--- config.mk ---
export PLATFORM = sky130hd
export DESIGN_NAME = mult_div_unit_flat
export DESIGN_NICKNAME = d
export VERILOG_FILES = /design/src/rtl/mult_div_unit_if.sv /design/src/rtl/mult_div_unit.sv /design/src/flat_wrapper.sv
export SDC_FILE = /design/constraint.sdc
export NUM_CORES = 1
export LEC_CHECK = 0
export BUFFER_PORTS_ARGS = -buffer_cell sky130_fd_sc_hd__buf_2
export CORE_MARGIN = 1
export CORE_UTILIZATION = 50
export CTS_CLUSTER_DIAMETER = 50
export DETAILED_ROUTE_END_ITERATION = 10
export PLACE_DENSITY = 0.78
export SLEW_MARGIN = 10
export SYNTH_ARGS = -nofsm -noshare
export SYNTH_HDL_FRONTEND = slang
export SYNTH_SLANG_ARGS = --single-unit
--- constraint.sdc ---
create_clock -name Clk -period 4.3 [get_ports Clk]
set_input_delay 0.86 -clock Clk [delete_from_list [all_inputs] [get_ports Clk]]
set_output_delay 0.86 -clock Clk [all_outputs]
set_load 0.05 [all_outputs]
--- src/rtl/mult_div_unit_if.sv ---
// Request/result bundle for the iterative multiply/divide unit.
// Master drives operands and direct writes; slave returns Hi/Lo and status.
interface mult_div_unit_if #(
    parameter int WIDTH = 32
);
    logic             Start;
    logic [1:0]       Op;
    logic [WIDTH-1:0] OpA;
    logic [WIDTH-1:0] OpB;
    logic             WrHi;
    logic             WrLo;
    logic [WIDTH-1:0] WrData;
    logic             Busy;
    logic             Done;
    logic             DivByZero;
    logic [WIDTH-1:0] Hi;
    logic [WIDTH-1:0] Lo;

    modport master (
        output Start, Op, OpA, OpB, WrHi, WrLo, WrData,
        input  Busy, Done, DivByZero, Hi, Lo
    );

    modport slave (
        input  Start, Op, OpA, OpB, WrHi, WrLo, WrData,
        output Busy, Done, DivByZero, Hi, Lo
    );
endinterface

--- src/rtl/mult_div_unit.sv ---
// Radix-2 shift-add multiplier / restoring divider with Hi/Lo registers.
// Fixed 33-cycle busy window: 32 RUN iterations plus one FIX cycle.
module mult_div_unit #(
    parameter int WIDTH = 32,
    parameter int ITER  = 32
) (
    input logic             Clk,
    input logic             Reset_n,
    mult_div_unit_if.slave  bus
);
    localparam int CW = $clog2(ITER);

    typedef enum logic [1:0] {
        S_IDLE,
        S_RUN,
        S_FIX
    } state_t;

    state_t             r_state;
    logic [CW-1:0]      r_cnt;
    logic               r_div;
    logic [WIDTH-1:0]   r_b;
    logic [2*WIDTH-1:0] r_p;
    logic               r_neg_q;
    logic               r_neg_r;
    logic               r_busy;
    logic               r_done;
    logic               r_dbz;
    logic [WIDTH-1:0]   r_hi;
    logic [WIDTH-1:0]   r_lo;

    logic               w_sgn;
    logic               w_a_neg;
    logic               w_b_neg;
    logic [WIDTH-1:0]   w_a_abs;
    logic [WIDTH-1:0]   w_b_abs;
    logic [WIDTH:0]     w_madd;
    logic [2*WIDTH-1:0] w_mstep;
    logic [WIDTH:0]     w_shift;
    logic [WIDTH:0]     w_diff;
    logic               w_ge;
    logic [2*WIDTH-1:0] w_dstep;
    logic [2*WIDTH-1:0] w_prod;
    logic [WIDTH-1:0]   w_quo;
    logic [WIDTH-1:0]   w_rem;
    logic               w_bz;

    assign w_sgn   = bus.Op[0];
    assign w_a_neg = w_sgn & bus.OpA[WIDTH-1];
    assign w_b_neg = w_sgn & bus.OpB[WIDTH-1];
    assign w_a_abs = w_a_neg ? -bus.OpA : bus.OpA;
    assign w_b_abs = w_b_neg ? -bus.OpB : bus.OpB;

    // Multiply: {acc, multiplier} shifts right, adding r_b on a set LSB
    assign w_madd  = {1'b0, r_p[2*WIDTH-1:WIDTH]}
                   + (r_p[0] ? {1'b0, r_b} : '0);
    assign w_mstep = {w_madd, r_p[WIDTH-1:1]};

    // Divide: {rem, quotient} shifts left, trial-subtracting r_b
    assign w_shift = r_p[2*WIDTH-1:WIDTH-1];
    assign w_diff  = w_shift - {1'b0, r_b};
    assign w_ge    = (w_shift >= {1'b0, r_b});
    assign w_dstep = {w_ge ? w_diff[WIDTH-1:0] : w_shift[WIDTH-1:0],
                      r_p[WIDTH-2:0], w_ge};

    assign w_prod = r_neg_q ? -r_p : r_p;
    assign w_quo  = r_neg_q ? -r_p[WIDTH-1:0] : r_p[WIDTH-1:0];
    assign w_rem  = r_neg_r ? -r_p[2*WIDTH-1:WIDTH] : r_p[2*WIDTH-1:WIDTH];
    assign w_bz   = (r_b == '0);

    always_ff @(posedge Clk or negedge Reset_n) begin
        if (!Reset_n) begin
            r_state <= S_IDLE;
            r_cnt   <= '0;
            r_div   <= 1'b0;
            r_b     <= '0;
            r_p     <= '0;
            r_neg_q <= 1'b0;
            r_neg_r <= 1'b0;
            r_busy  <= 1'b0;
            r_done  <= 1'b0;
            r_dbz   <= 1'b0;
            r_hi    <= '0;
            r_lo    <= '0;
        end else begin
            r_done <= 1'b0;
            unique case (r_state)
                S_IDLE: begin
                    if (bus.WrHi) r_hi <= bus.WrData;
                    if (bus.WrLo) r_lo <= bus.WrData;
                    if (bus.Start) begin
                        r_state <= S_RUN;
                        r_div   <= bus.Op[1];
                        r_b     <= w_b_abs;
                        r_p     <= {{WIDTH{1'b0}}, w_a_abs};
                        r_neg_q <= w_a_neg ^ w_b_neg;
                        r_neg_r <= w_a_neg;
                        r_cnt   <= '0;
                        r_busy  <= 1'b1;
                        r_dbz   <= 1'b0;
                    end
                end
                S_RUN: begin
                    r_p   <= r_div ? w_dstep : w_mstep;
                    r_cnt <= r_cnt + CW'(1);
                    if (r_cnt == CW'(ITER - 1)) r_state <= S_FIX;
                end
                S_FIX: begin
                    // With a zero divisor the remainder path ends holding |OpA|,
                    // so the dividend-sign fix restores the raw OpA into Hi
                    if (!r_div) begin
                        r_hi <= w_prod[2*WIDTH-1:WIDTH];
                        r_lo <= w_prod[WIDTH-1:0];
                    end else begin
                        r_hi  <= w_rem;
                        r_lo  <= w_bz ? '1 : w_quo;
                        r_dbz <= w_bz;
                    end
                    r_busy  <= 1'b0;
                    r_done  <= 1'b1;
                    r_state <= S_IDLE;
                end
                default: r_state <= S_IDLE;
            endcase
        end
    end

    assign bus.Busy      = r_busy;
    assign bus.Done      = r_done;
    assign bus.DivByZero = r_dbz;
    assign bus.Hi        = r_hi;
    assign bus.Lo        = r_lo;
endmodule

--- src/flat_wrapper.sv ---
// flat-port wrapper written by rule: the top's interface ports become plain ports
module mult_div_unit_flat 
#(
    parameter int WIDTH = 32,
    parameter int ITER  = 32
)
  (Clk, Reset_n, bus_Start, bus_Op, bus_OpA, bus_OpB, bus_WrHi, bus_WrLo, bus_WrData, bus_Busy, bus_Done, bus_DivByZero, bus_Hi, bus_Lo);
  mult_div_unit_if #(.WIDTH(WIDTH)) bus_i ();
  input logic Clk;
  input logic Reset_n;
  input wire logic [$bits(bus_i.Start)-1:0] bus_Start;
  input wire logic [$bits(bus_i.Op)-1:0] bus_Op;
  input wire logic [$bits(bus_i.OpA)-1:0] bus_OpA;
  input wire logic [$bits(bus_i.OpB)-1:0] bus_OpB;
  input wire logic [$bits(bus_i.WrHi)-1:0] bus_WrHi;
  input wire logic [$bits(bus_i.WrLo)-1:0] bus_WrLo;
  input wire logic [$bits(bus_i.WrData)-1:0] bus_WrData;
  output wire logic [$bits(bus_i.Busy)-1:0] bus_Busy;
  output wire logic [$bits(bus_i.Done)-1:0] bus_Done;
  output wire logic [$bits(bus_i.DivByZero)-1:0] bus_DivByZero;
  output wire logic [$bits(bus_i.Hi)-1:0] bus_Hi;
  output wire logic [$bits(bus_i.Lo)-1:0] bus_Lo;
  assign bus_i.Start = bus_Start;
  assign bus_i.Op = bus_Op;
  assign bus_i.OpA = bus_OpA;
  assign bus_i.OpB = bus_OpB;
  assign bus_i.WrHi = bus_WrHi;
  assign bus_i.WrLo = bus_WrLo;
  assign bus_i.WrData = bus_WrData;
  assign bus_Busy = bus_i.Busy;
  assign bus_Done = bus_i.Done;
  assign bus_DivByZero = bus_i.DivByZero;
  assign bus_Hi = bus_i.Hi;
  assign bus_Lo = bus_i.Lo;
  mult_div_unit #(.WIDTH(WIDTH), .ITER(ITER)) u_core (.Clk(Clk), .Reset_n(Reset_n), .bus(bus_i));
endmodule
---- Yosys cells after proc, flatten, opt, wreduce, memory -nomap -nowiden ----
Index checks and enable logic that the tools add are counted.
operators by class
  add/sub/neg operators ................... 8
  equality and inequality tests ........... 8
  multiplexer cells ....................... 28
  bitwise logic cells ..................... 3
  $mul .................................... 0
  $lt $le $gt $ge ......................... 1
  shifts and indexed selects .............. 0
  divide/modulo/power cells ............... 0
  reductions and logical operators ........ 11
operator list
  cell                   count
  $mux W32               11
  $mux W64               3
  $neg A32 Y32           4
  $pmux W32 S2           2
  $pmux W64 S2           1
  $neg A64 Y64           1
  $add A32 B32 Y33       1
  $ge A33 B32 Y1         1
  $logic_not A32 Y1      1
  $sub A32 B32 Y32       1
  $reduce_and A2 Y1      6
  $pmux W5 S2            1
  $ne A2 B2 Y1 const B   3
  $add A5 B1 Y5 const B  1
  $eq A5 B5 Y1 const B   1
  $mux W5                1
  $mux W1                4
  $mux W2                2
  $ne A2 B1 Y1 const B   2
  $pmux W1 S2            2
  $pmux W2 S2            1
  $reduce_bool A2 Y1     2
  $reduce_and A3 Y1      1
  $and A1 B1 Y1          2
  4 further kinds        4
word-level totals
  memory bits (read-only) ................. 0
  latch bits .............................. 0
  output and inout port bits .............. 67
  bits of input ports ..................... 103
  register bits after elaboration ......... 173
  RAM bits ................................ 0
  memories ................................ 0

---- Depth between registers and ports, before layout ----
Gate-level depths: netlist (run 1).
  word-level depth ........................ 5
  depth in mapped cells ................... 15
  gate-level depth less buffers ........... 14

---- Least setup slack after synthesis (run 1) ----
OpenSTA, ideal clock, no wires.
  kind .................................... register to register
  start ................................... reg u_core.r_p[0]
  end ..................................... reg u_core.r_p[49]
  clock period less this slack ............ 3091 ps
  arrival ................................. 2949 ps
  cell stages (with the launch flop) ...... 15
  buffers on the path ..................... 1
  setup slack ............................. 1209 ps
  required time ........................... 4158 ps
  setup time .............................. 142 ps
  cells stage by stage .................... dfrtp_1 > inv_1 > clkbuf_1 > nor2_1 > ha_1 > and4_1 > a21oi_1 > o211ai_1 > o21ai_0 > nand2b_1 > a2111oi_0 > nor3_1 > a31oi_1 > xor2_1 > o221ai_1
between the ends
  cells in the longest elaborated chain, start to end .. 4
ends and longest elaborated chain
  element                 RTL line              source
  start, declared         mult_div_unit.sv:23   logic [2*WIDTH-1:0] r_p;
  start signal, assigned  mult_div_unit.sv:95   r_p <= {{WIDTH{1'b0}}, w_a_abs};
  start signal, assigned  mult_div_unit.sv:104  r_p <= r_div ? w_dstep : w_mstep;
  $mux W32                mult_div_unit.sv:56   + (r_p[0] ? {1'b0, r_b} : '0);
  $add A32 B32 Y33        mult_div_unit.sv:56
  $mux W64                mult_div_unit.sv:104
  $pmux W64 S2            mult_div_unit.sv:87   unique case (r_state)
Every way passes these cells.
A chain may end at the register's enable or synchronous reset.

---- Worst setup path after layout (run 1) ----
  start ................................... reg u_core.r_p[0]
  end ..................................... reg u_core.r_p[60]
Same word-level chain as after synthesis.

==> results.txt, run 1 <==
Wires add up to 43.5 mm. The average instance in the mapped netlist occupies 7.84 um2. At the pin with the least slew margin, the transition time is 1190 ps. The detailed-route wire length per cell works out to 19.0 um. The tree is rooted in a clkbuf_16. The worst setup path category was flop to flop.

The reg-to-reg endpoint is u_core.r_p[60]. In this run the remaining antenna-violating nets after routing total 0. The signal on the critical path passes through inv_1, nor2_1, ha_1, a21o_1, o21bai_1, o31ai_1, o211ai_1, a41oi_1, a21oi_1, a31oi_1, xnor2_1, a22oi_1, o21ai_0.

On the critical path the largest part of the delay comes from compound AO/OA/AOI/OAI gates. The delay of the slowest critical-path stage is 570 ps, and the number of I/O port buffers is 169. The number of setup violations in the final report was 0; the critical path data arrival time was 4210 ps. The floorplan step set the die width to 170 um. The cell with the most instances after synthesis was nand2_1.

The clock share of power is 0.105, and the total global routing overflow is 0. The number of buffer and inverter instances along the worst setup path works out to 1. Clock-pin slew was measured on the worst setup and hold paths at 70 ps. STA classifies the critical path endpoint as a flop. Setup repair after global routing left no endpoint under its margin. The run gives 0.308 as the proportion of synthesized chip area in sequential cells. After filler insertion, the fill cell instance count of the layout stands at 2,553.

Overall fraction of global-route tracks in use: 0.304. The later pin in the worst-skew pair is clocked with a latency of 450 ps. On the critical path, the stage with the largest delay is an instance of o31ai_1. The clock buffer count from CTS was 17. The most critical setup path has its startpoint at u_core.r_p[0]. For the number of resized instances in the post-cts repair step, the log shows 0. For this run, the top clock speed supported by timing is 0.254 GHz. The sequential cell fraction of total power is 0.235. Measured in cells, the most critical reg-to-reg path has a length of 13. The number of cells on the critical path came out at 13. The analysis attributes to net switching a power of 8.14 mW. Relative to the synthesized area, the layout overhead comes to 12.5%.

The tools report the count of pins on the block boundary as 170. The logs give 0 for the final number of max-transition violations and 0.508 for the effective utilization at floorplan. After clock tree synthesis, the flow added hold-fix buffers numbering 0. The share of the synthesized area in the top cell type was 0.308; the DRC violations left was 0. Entering global routing, the biggest net connects 104 pins. Measured along the y axis, the die boundary spans 170 um.

After routing, the total negative slack on setup checks comes to 0 ps. The logs give 0.207 for the worst-case headroom to the max-slew limit and 27,700 um2 for the core box area. The final weighted congestion in routability-driven placement came out at 0.984.

By area the synthesized netlist is led by dfrtp_1 (31%), o21ai_0 (8.4%), nand2_1 (6.9%). Peak fanout along the critical path: 14. STA puts the critical path data required time at 4580 ps. For flop-to-flop paths, the worst setup slack is 360 ps. The total power per unit cell area was 956 nW/um2; the count of standard-cell rows was 61. The path category of the worst min-delay check is input pin to async pin.

The first-pass GRT wire length is 69.1 mm. Sorting the synthesized cells by how often they occur yields nand2_1 (258), o21ai_0 (236), dfrtp_1 (173), nor2_1 (158), a21oi_1 (116). Synthesized netlist cell count: 1,795. For the final database, setup skew stands at 13.1 ps. The share of power burned in combinational logic is 0.660, and the number of max-cap violations is 0. The antenna diode instance count is 0.

The logs give 173 for the clock sink count and 6.98 mW for the internal power. The fraction of power spent switching nets was 0.538. For the post-detailed-placement cell area, the log shows 15,200 um2. The flip-flop and latch count after synthesis is 173, and the number of nets in the finished design is 2,080.

Before antenna repair, the detailed router went through 6 iterations. The number of setup buffers added after CTS is 0. Across the VDD grid, the largest voltage drop is 0.475 mV.

The critical path ends at u_core.r_p[60]. In this run, synthesis inferred 0 flip-flops with an integrated enable. TritonCTS built the clock tree.

For this run, the number of standard cells in the final layout without fillers is 2,296. The tools report the number of buffers on the longest clock path as 2. Startpoint type of the worst setup path: a flop. Part of the cycle the worst path needs: 0.915. The startpoint identified for the worst register-to-register timing path is u_core.r_p[0]. Number of global-route vias before repair: 12,971. The initial antenna violation count is 0, and the synthesized net count is 1,970. The final route contains 13,951 vias. The post-synthesis async set-or-reset flop share came out at 1.00. The logs give 7.08 nW for the leakage component of the power and 1,568 for the violation count after the first detailed-routing iteration. Counting tap cells, the placed design contains a total of 2,264 instances. The final number of hold-violating endpoints came out at 0. Yosys printed 0 warnings. The area of the die is 28,800 um2. The final instance area is 15,800 um2. The most used flip-flop cell after synthesis is dfrtp_1. The via density per instance is 6.08. The worst path needs 3940 ps of the cycle, external delays included. The tools report the HPWL after detailed placement as 33.3 mm.

The share of layout cells above drive strength 1 was 0.135; the cell area after synthesis was 14,100 um2. The H-tree depth is 4. The number of different library cells used by synthesis comes to 73.

The dominant cell type by area after synthesis is dfrtp_1. The flow ran to the end, and the final reports show no timing, DRC or antenna violations.
[power groups by stage]
stage | clock network (mW) | registers, mW | logic, mW
floorplan | 0 | 4.17 | 6.60
global placement | 0 | 3.49 | 9.63
detailed placement | 0 | 3.54 | 9.78
CTS | 1.59 | 3.50 | 9.84
global route | 1.66 | 3.65 | 10.9
finish | 1.58 | 3.55 | 9.98
[flip-flops by register name (all words and copies together), names as in the netlist]
signal	count
u_core.bus.Busy	1
u_core.bus.DivByZero	1
u_core.bus.Done	1
u_core.bus.Hi	32
u_core.bus.Lo	32
u_core.r_b	32
u_core.r_cnt	5
u_core.r_div	1
u_core.r_neg_q	1
u_core.r_neg_r	1
u_core.r_p	64
u_core.r_state	2
[metal layers]
layer / routed length (um) / track usage / vias up / share of wire
li1: - / - / 6625 / -
met1: 19300 / 0.430 / 6573 / 0.44
met2: 19400 / 0.478 / 677 / 0.44
met3: 3590 / 0.0366 / 76 / 0.083
met4: 1300 / 0.107 / 0 / 0.030
met5: 0 / 0 / - / 0
[per-stage QoR]
step | power [mW] | utilization | hold slack [ps] | setup WS (ps)
5_1_grt | 16.2 | 0.571 | 492 | 189
3_5_place_dp | 13.3 | 0.549 | 465 | 527
6_report | 15.1 | 0.571 | 447 | 365
2_1_floorplan | 10.8 | - | 465 | 1210
4_1_cts | 14.9 | 0.571 | 482 | 504
3_3_place_gp | 13.1 | 0.549 | 455 | 587
[logic make-up after synthesis]
family                     share of synthesized area
AOI/OAI and AO/OA                              0.239
xor gates and xnor gates                       0.107
and+or+nand+nor                                0.199
buffers and inverters                         0.0437
DFF                                            0.308
adders and majority gates                     0.0651
muxes                                         0.0384
[worst reg2reg max path, stage by stage, from the launching register on]
cell and delay [ps]:
dfrtp_1 450, inv_1 460, nor2_1 120, ha_1 360, a21o_1 220, o21bai_1 210
o31ai_1 570, o211ai_1 250, a41oi_1 320, a21oi_1 220, a31oi_1 250, xnor2_1 90
a22oi_1 160, o21ai_0 110
[cell type report]
type | count | area [um2] | share of cell area
Tap cell | 378 | 473 | 0.0299
Sequential cell | 173 | 4330 | 0.274
Clock inverter | 15 | 171 | 0.0108
Timing Repair Buffer | 193 | 1040 | 0.0660
Inverter | 53 | 199 | 0.0126
Multi-Input combinational cell | 1467 | 9170 | 0.580
Clock buffer | 17 | 425 | 0.0269
[layout by cell type (no fill, tap or decap), types with 31 or more instances in the layout]
cell,instances
buf_2,168
inv_1,51
ha_1,70
dfrtp_1,172
o21ai_0,236
xor2_1,91
xnor2_1,81
nor2_1,156
nor3_1,31
a21oi_1,116
mux2i_1,54
nand2_1,258
[worst min-delay path by stage]
stage                         to  cells after the start  slack [ps]              from
6_report       u_core.bus.Hi[12]                      1         450           Reset_n
5_1_grt         u_core.bus.Lo[5]                      2         490  u_core.bus.Lo[5]
4_1_cts         u_core.bus.Lo[4]                      2         480  u_core.bus.Lo[4]
3_5_place_dp    u_core.bus.Lo[4]                      2         460  u_core.bus.Lo[4]
3_3_place_gp    u_core.bus.Lo[4]                      2         460  u_core.bus.Lo[4]
2_1_floorplan    u_core.r_cnt[2]                      1         460   u_core.r_cnt[2]
No activity file was read; power rests on OpenSTA's default activity.
==> run 2, diff against run 1 <==
- ABC_CLOCK_PERIOD_IN_PS: unset -> 3700
- clock period: 4.3 -> 3.7 ns (I/O delays scaled with it)
==> run 2 against run 1 <==
Sequential share of layout area fell by 0.56 points. First-iteration DRC count is 12% lower. Total power increased by 19%. Cell count up 1.4%. Critical path depth is 2 higher. Highest routed layer unchanged. Largest cell class unchanged. Worst hold slack got worse by 150 ps. Critical path type unchanged. Register-to-register slack lost 190 ps. Core utilization grew 1.2 points.
==> results.txt, run 2 (synthesized netlist as in run 1, its figures left out) <==
The die height was 170 um; the total wirelength of the detailed-routed design was 44.2 mm. The signal on the critical path passes through inv_1, buf_4, nor2_1, ha_1, o211ai_1, o21bai_1, o31ai_1, buf_4, o211ai_1, a41oi_2, a21oi_1, a31oi_1, xnor2_1, a22oi_1, o21ai_0. The effective utilization at floorplan was 0.508; the area of all sequential standard cells was 4330 um2.

The core box area was 27,700 um2; the post-cts hold buffer count was 0. Before CTS, the worst setup slack after placement is 187 ps. The startpoint type of the worst setup path was a flop. On the critical path the largest part of the delay comes from compound AO/OA/AOI/OAI gates. Summed over all cells, the static leakage comes to 7.26 nW. For the clock sink count, the log shows 173. The run finished with clean final reports. The number of nets in the finished design was 2,112; the delay of the slowest critical-path stage was 450 ps. The setup skew after layout was 16.8 ps; the peak supply drop was 0.484 mV.

The share of layout cells above drive strength 1 is 0.151, and the first-pass GRT wire length is 68.7 mm. The worst path in the final design needs a cycle of 3530 ps, including I/O delays and setup. TritonCTS built the clock tree. Once detail routing completed, the nets flagged for antenna violations numbered 0. The number of cells on the worst reg-to-reg path is 15, and the total iterations of the first detailed-routing run is 6. On the critical path, the stage with the largest delay is an instance of dfrtp_1. DRC violations left: 0.

The layout has 2,516 filler cells. The part of the cycle the worst path needs was 0.953; the number of cells on the critical path was 15. After detailed routing, no signal wire sits above met4. The most flop-heavy register is u_core.r_p. The die covers 28,800 um2.

The share of the core filled with cells was 0.583. The run gives 0 as the antenna diode instance count. 170 I/O pins were placed. Summing internal, switching and leakage power gives 18.0 mW. TritonCTS created 17 clock buffers. The count of buffers added on input and output ports is 169.

After detailed routing, the average wire length per cell comes to 19.0 um. Entering global routing, the biggest net connects 85 pins. The wire-length estimate of the detail-placed layout is 33.8 mm. From synthesis to final layout, the design area changed by 14.8%.

The wire length on met1 was 19.7 mm; the final number of max-transition violations was 0. At the worst endpoint, the required time is 3980 ps. The worst-case headroom to the max-slew limit came out at 0.204. The number of buffers and inverters on the critical path is 3. Number of max-cap violations: 0.

The most frequent standard cell in the layout excluding fill and tap cells was nand2_1. The run gives 0 as the initial antenna violation count. The tools report the number of setup violations in the final report as 0. At the end of routability-driven placement, the weighted congestion stood at 0.938. Power spread over the standard cell area amounts to 1120 nW/um2. The register with the most flip-flops in the layout has 64 of them.

Data on the critical path arrives at its endpoint at 3800 ps. For the total global routing overflow, the log shows 0. After the first detailed-routing iteration, the DRC count stood at 1,386. After detailed routing, the met2 layer carries 19.5 mm of wire. Clock root buffer master: clkbuf_16. The via density per instance works out to 6.06.

Setup repair after global routing left no endpoint under its margin. The worst setup path category is flop to flop. Setup total negative slack on the finished layout was measured at 0 ps. The number of global-route vias before repair was 12,956.

In this run the number of H-tree levels came out at 4. In the final layout, the multi-input gates occupy 9200 um2. The peak fanout along the critical path works out to 10.

In the layout the commonest cells are nand2_1 (258), o21ai_0 (234), dfrtp_1 (172), buf_2 (168), nor2_1 (156). The final number of hold-violating endpoints came out at 0. The clock passes through at most 2 buffers. The tightest min-delay check is of the input pin to async pin type. The total via count after detailed routing is 14,099, and the highest attainable clock frequency is 0.284 GHz.

The tools report the clock insertion delay at the later pin of the skew report as 450 ps. After clock tree synthesis, the clock-pin slew on the worst setup and hold paths is 80 ps. The met3 wirelength from detailed routing was 3.72 mm. The endpoint type of the worst setup path was a flop.

The worst-case setup margin in the final layout came out at 173 ps. Measured along the x axis, the die boundary spans 170 um. The transition time at the pin with the least slew margin was 1190 ps. The overall fraction of global-route tracks in use came out at 0.303. In this run the core area contains 61 standard-cell rows.
[run 2: cell types whose count changed in the layout (fill, tap and decap cells not counted), moves of 2 or more]
cell,previous run,this run
a2111oi_1,0,3
o21ai_1,3,5
o21ai_0,236,234
clkinv_2,2,0
a2111oi_0,3,0
buf_4,23,54
inv_6,3,0
clkinv_8,5,8
[run 2: repair_timing]
| item | CTS | global route |
|---|---|---|
| resized for setup | 0 | 10 |
| setup endpoints to repair | 0 | 8 |
| buffers inserted | 0 | 0 |
[run 2: area by class of cell]
class                      count  share of cell area
clock buffer                  17              0.0263
inverter                      53              0.0123
tap                          378              0.0293
clock inverter                15              0.0137
sequential                   173               0.268
multi-input combinational   1467               0.570
timing repair buffer         225              0.0803
[run 2: metrics by stage]
step / hold slack, ps / std cells / cell area, um2
after CTS: 326 / 2328 / 16100
final: 295 / 2328 / 16100
after global routing: 340 / 2328 / 16100
after global placement: 457 / 2296 / 15500
after detailed placement: 465 / 2296 / 15500
after floorplan: 444 / 1795 / 14100
[run 2: worst reg2reg max path: stages, from the launching register on]
cell and delay, ps:
dfrtp_1 450, inv_1 120, buf_4 180, nor2_1 80
ha_1 350, o211ai_1 110, o21bai_1 300, o31ai_1 110
buf_4 160, o211ai_1 340, a41oi_2 200, a21oi_1 400
a31oi_1 170, xnor2_1 140, a22oi_1 150, o21ai_0 110
[run 2: path summary, 6_finish.rpt]
kind,from,endpoint,slack [ps]
max,u_core.r_p[0],u_core.r_p[60],170
min,Reset_n,u_core.bus.Hi[10],290
max reg2reg,u_core.r_p[0],u_core.r_p[60],170
min reg2reg,u_core.bus.Lo[28],u_core.bus.Lo[28],480
max in group asynchronous,Reset_n,u_core.r_b[1],2510
min in group Clk,u_core.bus.Lo[28],u_core.bus.Lo[28],480
[run 2: power breakdown]
| group | switching [mW] | total (mW) | internal [mW] |
|---|---|---|---|
| Sequential | 1.08 | 3.95 | 2.87 |
| Clock | 0.961 | 1.95 | 0.992 |
| Combinational | 7.55 | 12.1 | 4.58 |
| Total | 9.59 | 18.0 | 8.44 |
[run 2: metal layers]
metal  global-route usage  vias to the layer above
met1                0.426                     6624
li1                     -                     6712
met2                0.476                      689
met5                    0                        -
met4                0.110                        0
met3               0.0394                       74
==> run 3, diff against run 2 <==
- ABC_CLOCK_PERIOD_IN_PS: 3700 -> 4520
- CTS_BUF_LIST: unset -> sky130_fd_sc_hd__clkbuf_4
- TNS_END_PERCENT: unset -> 10
- clock period: 3.7 -> 4.52 ns (I/O delays scaled with it)
==> run 3 against run 2 <==
Sequential power fell by 15%. Sequential share of layout area rose by 1.0 points. Register-to-register slack better by 410 ps. Worst hold slack gained 31 ps. Cell count fell by 1.4%. Global-route usage shrank 0.18 points. Cell area down 3.7%. Combinational power decreased by 22%.
==> results.txt, run 3 (synthesized netlist as in run 1, its figures left out) <==
The area of the die came out at 28,800 um2. The tools report the reg-to-reg endpoint as u_core.r_p[60]. The routed design uses 19.3 mm of met2 wire. The effective utilization at floorplan came out at 0.508.

Before CTS, the worst setup slack after placement is 767 ps. STA classifies the critical path endpoint as a flop. Dividing the detail-routed wire length by the instance count gives 18.8 um. The data required time of the critical path was 4980 ps. More flip-flops sit in one register than any other, and that register is u_core.r_p. The first-pass GRT wire length was 68.3 mm; the number of setup violations in the final report was 0.

Startpoint type of the worst setup path: a flop. For the total via count after detailed routing, the log shows 13,795. The H-tree was split into 4 levels. The number of max-cap violations came out at 0.

The run gives 12,581 as the number of global-route vias before repair. Timing would allow up to 0.254 GHz. After clock tree synthesis, the clock-pin slew on the worst setup and hold paths is 190 ps.

The register with the most flip-flops in the layout has 64 of them. The run gives 0 as the final number of hold-violating endpoints. The routed design has 43.3 mm of wire. For this design the ratio of total power to cell area is 886 nW/um2. The logs give 170 for the count of pins on the block boundary and 0 for the final number of max-transition violations. The worst-case headroom to the max-slew limit was 0.217. The peak supply drop was 0.402 mV.

The floorplan step defined a core boundary enclosing 27,700 um2. The part of the cycle the worst path needs is 0.871, and the initial antenna violation count is 1. The peak fanout along the critical path is 22. The count of standard-cell rows is 61. In this run, CTS created clock tree buffers numbering 17.

The flow ran to the end, and the final reports show no timing, DRC or antenna violations. The path category of the worst min-delay check is input pin to async pin. In the final routing, the length of wire on met1 measures 19.4 mm. For this run, design rule violations remaining after detail routing come to 0.

The first routing iteration left 1,539 violations. The run gives 5 as the total iterations of the first detailed-routing run. The die is 170 um tall.

The number of cells on the worst reg-to-reg path is 13, and the number of resized instances in the post-cts repair step is 0. The number of fill cells in the layout was 2,627; the final non-filler cell total was 2,296. The clock passes through at most 2 buffers.

Number of nets in the finished design: 2,079. The share of layout cells above drive strength 1 is 0.134, and the die span in x is 170 um. In the layout the commonest cells are nand2_1 (258), o21ai_0 (236), dfrtp_1 (172), buf_2 (168), nor2_1 (156). The run gives 0.561 as the share of the core filled with cells. Counting I/O delays and the setup requirement, the final critical path takes 3940 ps.

Setup repair after global routing left no endpoint under its margin. Adding up every negative setup slack in the final design gives 0 ps. Once detailed placement completed, the half-perimeter wirelength came to 32.8 mm. Setup skew after layout: 32.7 ps. TritonCTS built the clock tree. The total overflow left after global routing is 0. The number of I/O port buffers was 169; the leakage component of the power was 6.96 nW. The tools report the pin count of the biggest net entering global routing as 87.

The critical path is of the flop to flop type. The count of buffers added by post-CTS timing repair for setup came out at 0. The overall fraction of global-route tracks in use was 0.301. After detailed routing, no signal wire sits above met4. The worst-case setup margin in the final layout is 583 ps, and the via density per instance is 6.01. The post-cts hold buffer count is 0. The worst register-to-register path begins at u_core.r_p[0].

For the final weighted congestion in routability-driven placement, the log shows 0.959. Layout-stage area growth over the synthesis result: 10.6%. The transition time at the pin with the least slew margin is 1170 ps, and the met3 wirelength from detailed routing is 3.58 mm. The cell sitting at the root of the clock tree is a clkbuf_4. The worst register-to-register path has a setup slack of 580 ps. The tools report the clock sink count as 173. For the worst-skew pair, the clock arrives at the later sink with an insertion delay of 620 ps. Including well taps, the total number of placed cells is 2,262. The detail route stage leaves a number of antenna-violating nets equal to 0. Data on the critical path arrives at its endpoint at 4390 ps. Tracing the worst setup path back leads to its startpoint at u_core.r_p[0]. Most frequent standard cell in the layout excluding fill and tap cells: nand2_1.
==> run 3: cell count changes in the layout (fill, tap and decap cells not counted), sizes merged <==
cell | before | now
buf | 225 | 192
inv | 55 | 57
bufinv | 1 | 0
clkinvlp | 1 | 0
diode | 0 | 1
==> run 3: final cells by class <==
type	count	area [um2]	share of cell area
Clock inverter	15	189	0.0121
Tap cell	378	473	0.0304
Inverter	53	199	0.0128
Clock buffer	17	128	0.00821
Antenna cell	1	2.50	0.000161
Sequential cell	173	4330	0.278
Multi-Input combinational cell	1467	9170	0.590
Timing Repair Buffer	192	1060	0.0680
==> run 3: how the worst max path moves through the flow <==
stage	to	slack (ps)
6_report	u_core.r_p[60]	580
5_1_grt	u_core.r_p[60]	290
4_1_cts	u_core.r_p[60]	700
3_5_place_dp	u_core.r_p[60]	770
3_3_place_gp	u_core.r_p[60]	830
2_1_floorplan	u_core.r_p[49]	1430
==> run 3: layer usage <==
layer  global-route usage  vias up
met4               0.0920        0
met1                0.432     6454
li1                     -     6641
met5                    0        -
met2                0.477      638
met3               0.0313       62
==> run 3: worst max-delay path: stages (launching register included) <==
cell,delay (ps)
dfrtp_1,480
inv_1,600
nor2_1,120
ha_1,370
a21oi_1,270
nor2_1,60
a2111oi_0,520
o211ai_1,290
a41oi_1,300
a21oi_1,210
a31oi_1,240
xnor2_1,90
a22oi_1,140
o21ai_0,110
==> run 3: stage by stage <==
stage	power, mW	hold WS [ps]	cell area (um2)
final	13.8	325	15600
after global routing	14.8	393	15600
after CTS	13.6	350	15500
after detailed placement	12.6	466	15200
after global placement	12.4	456	15200
after floorplan	10.2	465	14100
==> run 3: power by group <==
group          switching (mW)  internal, mW
sequential               1.04          2.33
combinational            5.89          3.53
clock                   0.722         0.267
total                    7.65          6.13
